--- src/rtl/seq_adder.sv ---
// Multi-cycle ripple adder/subtractor: SLICE bits per clock through a full-adder
// chain, slice carry held in a register, start/done handshake.
module seq_adder #(
   parameter int WIDTH = 16,
   parameter int SLICE = 4
) (
   input  logic             clk,
   input  logic             rst_n,
   input  logic             start,
   input  logic             sub,
   input  logic [WIDTH-1:0] a,
   input  logic [WIDTH-1:0] b,
   input  logic             cin,
   output logic             busy,
   output logic             done,
   output logic [WIDTH-1:0] sum,
   output logic             cout,
   output logic             ovf
);
   localparam int NSL = WIDTH / SLICE;
   localparam int CW  = (NSL > 1) ? $clog2(NSL) : 1;

   if (WIDTH < 1 || SLICE < 1 || SLICE > WIDTH || (WIDTH % SLICE) != 0) begin : g_bad_cfg
      $error("seq_adder: WIDTH must be a multiple of SLICE with 1 <= SLICE <= WIDTH");
   end

   typedef enum logic [1:0] {IDLE, RUN, DONE} state_t;

   state_t           state;
   logic [WIDTH-1:0] op_a, op_b, acc, acc_nxt;
   logic             carry;
   logic [CW-1:0]    cnt;
   int               base;
   logic [SLICE-1:0] sa, sb, ss;
   logic [SLICE:0]   c;

   assign base = SLICE * int'(cnt);
   assign sa   = op_a[base +: SLICE];
   assign sb   = op_b[base +: SLICE];
   assign c[0] = carry;

   for (genvar i = 0; i < SLICE; i++) begin : g_fa
      assign ss[i]   = sa[i] ^ sb[i] ^ c[i];
      assign c[i+1]  = (sa[i] & sb[i]) | (c[i] & (sa[i] ^ sb[i]));
   end

   always_comb begin
      acc_nxt = acc;
      acc_nxt[base +: SLICE] = ss;
   end

   always_ff @(posedge clk) begin
      if (!rst_n) begin
         state <= IDLE;
         busy  <= 1'b0;
         done  <= 1'b0;
         sum   <= '0;
         cout  <= 1'b0;
         ovf   <= 1'b0;
         cnt   <= '0;
         op_a  <= '0;
         op_b  <= '0;
         acc   <= '0;
         carry <= 1'b0;
      end else begin
         done <= 1'b0;
         case (state)
            IDLE, DONE: begin
               if (start) begin
                  // subtract is a + ~b + ~cin, so invert once at capture
                  op_a  <= a;
                  op_b  <= sub ? ~b : b;
                  carry <= cin ^ sub;
                  cnt   <= '0;
                  busy  <= 1'b1;
                  state <= RUN;
               end else begin
                  state <= IDLE;
               end
            end
            RUN: begin
               acc   <= acc_nxt;
               carry <= c[SLICE];
               cnt   <= cnt + 1'b1;
               if (cnt == CW'(NSL - 1)) begin
                  // last slice holds the operand MSBs in its top bit
                  sum   <= acc_nxt;
                  cout  <= c[SLICE];
                  ovf   <= (sa[SLICE-1] == sb[SLICE-1]) && (ss[SLICE-1] != sa[SLICE-1]);
                  done  <= 1'b1;
                  busy  <= 1'b0;
                  state <= DONE;
               end
            end
            default: state <= IDLE;
         endcase
      end
   end
endmodule

--- config.mk ---
export PLATFORM = sky130hd
export DESIGN_NAME = seq_adder
export DESIGN_NICKNAME = d
export VERILOG_FILES = /design/src/rtl/seq_adder.sv
export SDC_FILE = /design/constraint.sdc
export NUM_CORES = 1
export LEC_CHECK = 0
export CORE_MARGIN = 10
export CORE_UTILIZATION = 50
export DETAILED_ROUTE_END_ITERATION = 8
export GPL_TIMING_DRIVEN = 0
export PLACE_DENSITY = 0.73
export SYNTH_ARGS = -nofsm -noshare
export SYNTH_HDL_FRONTEND = slang
export SYNTH_SLANG_ARGS = --single-unit
export TNS_END_PERCENT = 1
--- constraint.sdc ---
create_clock -name clk -period 3.7 [get_ports clk]
set_input_delay 0.555 -clock clk [delete_from_list [all_inputs] [get_ports clk]]
set_output_delay 0.555 -clock clk [all_outputs]
set_load 0.01 [all_outputs]
==> flow_metrics.py <==
metrics = {
    "clocking": {
        "cts_tree": "done",
        "cts.path.max_buffers": 2,
        "htree_levels": 3,
        "clk_pin_slew_ns": 0.08,
        "cts.sinks": 73,
        "cts_buffers": 9,
        "clk_latency_ns": 0.35,
        "cts_root_buffer": "clkbuf_8",
    },
    "grt": {
        "grt_usage": 0.1609,
        "grt_first_pass_wirelength_mm": 13.43,
        "grt_max_degree": 12,
        "grt.overflow.total": 0,
        "grt_pass1_vias": 2811,
        "antenna_found_initial": 0,
    },
    "layout": {
        "final-instance-count-excl-fill": 510,
        "fillCellCount": 544,
        "antenna_cells": 0,
        "nNetsFinal": 476,
        "syn_to_final_growth_pct": 25.92,
        "layout-drive-gt1-share": 0.1062,
    },
    "floorplanning": {
        "core_area_um2": 6459,
        "die_h_um": 102.4,
        "die_w_um": 102.4,
        "rows": 29,
        "start_util": 0.5262,
        "ios": 57,
        "design.die.area_um2": 10490,
    },
    "sta": {
        "maxSlewHeadroom": 0.6038,
        "period_share": 0.9293,
        "finalMaxSlewViolations": 0,
        "setup_viol_count_final": 0,
        "max_freq_mhz": 290.8,
        "rsz0062_at_grt": "false",
        "worst_clock_skew_ns": 0.007606,
        "finalSetupTns_ns": 0,
        "worst_pin_slew_ns": 0.5944,
        "final_hold_viol_count": 0,
        "period_minus_slack_ns": 3.438,
    },
    "placed_design": {
        "dp_hpwl_mm": 6.059,
        "portBuffers": 55,
        "gp_congestion": 0.8244,
        "placed_cells": 494,
    },
    "routing": {
        "route.detailed.drc": 0,
        "drt-vias-per-instance": 5.422,
        "routed_wl_mm": 8.102,
        "num_vias": 2765,
        "antenna_left": 0,
        "drt-initial-drc-count": 162,
        "firstDrtPassIters": 4,
        "wl_per_cell_um": 15.89,
    },
    "worst_setup_path": {
        "required_ns": 3.96,
        "crit_fanout": 10,
        "cp-start-kind": "register",
        "cp.arrival_ns": 3.70,
        "worstSetupPathType": "register to register",
        "reg2reg_depth": 13,
        "end_kind": "register",
    },
    "pwr": {
        "power_density_nw_per_um2": 436.0,
        "power_uw": 1866,
        "leakagePower_uw": 0.001615,
        "peakVddDrop_mv": 0.2352,
    },
    "logic_synthesis": {
        "synth_top_area_frac": 0.4300,
        "synth_edf_count": 0,
        "synth_area_um2": 3398,
        "yosys_register_bits": 73,
        "synthTopCellsByCount": "dfxtp_1, nor2_1, a211oi_1",
        "yosys_warnings": 0,
        "synth.area.top_cells": "dfxtp_1, a211oi_1, nor2_1",
        "synthCells": 362,
        "synthesis.nets": 410,
        "ys_seq_area_frac": 0.4300,
        "ys_types": 35,
        "synth.most_common_cell": "dfxtp_1",
        "syn_area_per_cell_um2": 9.387,
        "synthArstFlopShare": 0,
        "ys.flop_type": "dfxtp_1",
        "yosys.area.top_type": "dfxtp_1",
    },
    "job": {
        "cap_viol_max_count": 0,
    },
    "hold_path": {
        "min_delay_path_depth": 2,
        "min_path_type": "register to register",
    },
    "outcome": {
        "outcome": "complete, no violations",
    },
}
-- worst paths after layout --
path / end / slack (ns) / start
min reg2reg: op_a[6] / 0.45 / op_a[6]
max: acc[15] / 0.26 / cnt[0]
min: op_a[6] / 0.45 / op_a[6]
max reg2reg: acc[15] / 0.26 / cnt[0]
-- cell type report --
class | instances | area [um2] | share of cell area
repair buffers | 55 | 550.5 | 0.1287
multi-input cells | 249 | 1697 | 0.3965
plain buffers | 27 | 201.4 | 0.04708
clock inverters | 2 | 60.06 | 0.01404
flip-flops and latches | 73 | 1463 | 0.3418
clock buffers | 14 | 162.7 | 0.03801
inverters | 13 | 48.80 | 0.01140
well taps | 77 | 96.34 | 0.02251
-- stage by stage --
| step | setup WS [ns] | hold WS [ns] | area, um2 | utilization |
|---|---|---|---|---|
| 6_report | 0.2617 | 0.4549 | 4279 | 0.6625 |
| 2_1_floorplan | 0.5467 | 0.4315 | 3398 | - |
| 3_5_place_dp | 0.001781 | 0.4432 | 4045 | 0.6263 |
| 4_1_cts | 0.1027 | 0.4538 | 4269 | 0.6610 |
| 3_3_place_gp | 0.05536 | 0.4389 | 4045 | 0.6263 |
| 5_1_grt | 0.02709 | 0.4791 | 4279 | 0.6625 |
-- flip-flops by register name (all words and copies together) (netlist names) --
name,cells
op_a,16
acc,16
op_b,16
state,2
cnt,2
ovf,1
done,1
cout,1
busy,1
sum,16
carry,1
-- what timing repair did --
action / 4_1_cts / 5_1_grt
gates cloned: 0 / 0
buffers inserted: 0 / 0
hold buffers: 0 / 0
endpoints found under the setup margin: 2 / 6
endpoints found under the hold margin: 0 / 0
resized for setup: 1 / 3
-- critical path: stages, from the launching register on --
cell,delay [ns]
dfxtp_2,0.43
buf_6,0.20
mux4_1,0.57
inv_1,0.11
fa_1,0.17
inv_1,0.04
fa_1,0.35
inv_1,0.07
fa_1,0.17
inv_1,0.05
fa_2,0.59
nor2b_4,0.20
a31oi_1,0.13
a211oi_1,0.27
-- cells in the final DEF (no fill, tap or decap), types with 7 or more instances in the layout --
cell type,count
a211oi_1,48
ha_1,7
clkbuf_8,11
xnor2_1,16
dfxtp_1,72
inv_1,12
clkdlybuf4s50_1,55
nor2b_1,14
a31oi_1,12
a21oi_1,25
clkbuf_1,8
nor2_1,54
buf_2,9
nand2_1,36
mux4_1,7
-- per-layer routing --
metal,track usage,vias up,share of wire,wire length [um]
met2,0.2640,72,0.49,3985
met3,0.05331,11,0.055,447
li1,-,1389,-,-
met4,0.06074,0,0.017,138
met5,0,-,0,0
met1,0.1912,1293,0.44,3531
-- kinds of logic (layout without fill, tap and decap cells) --
group           after synthesis  after routing  share of synthesized area
flops                        73             73                     0.4300
xor+xnor                     17             17                    0.04381
simple gates                125            125                     0.1716
buf+inv                      40            111                    0.07363
mux                           8              8                    0.06075
compound gates               88             88                     0.1708
fa+ha+maj                    11             11                    0.04934
-- report_power, final --
part	switching, uW	total, uW	leakage, uW	internal [uW]
Combinational	157	307	0.000905	149
Sequential	25.0	857	0.000599	832
Clock	283	701	0.000111	418
Total	466	1870	0.00161	1400
(Power assumes the default switching activity.)
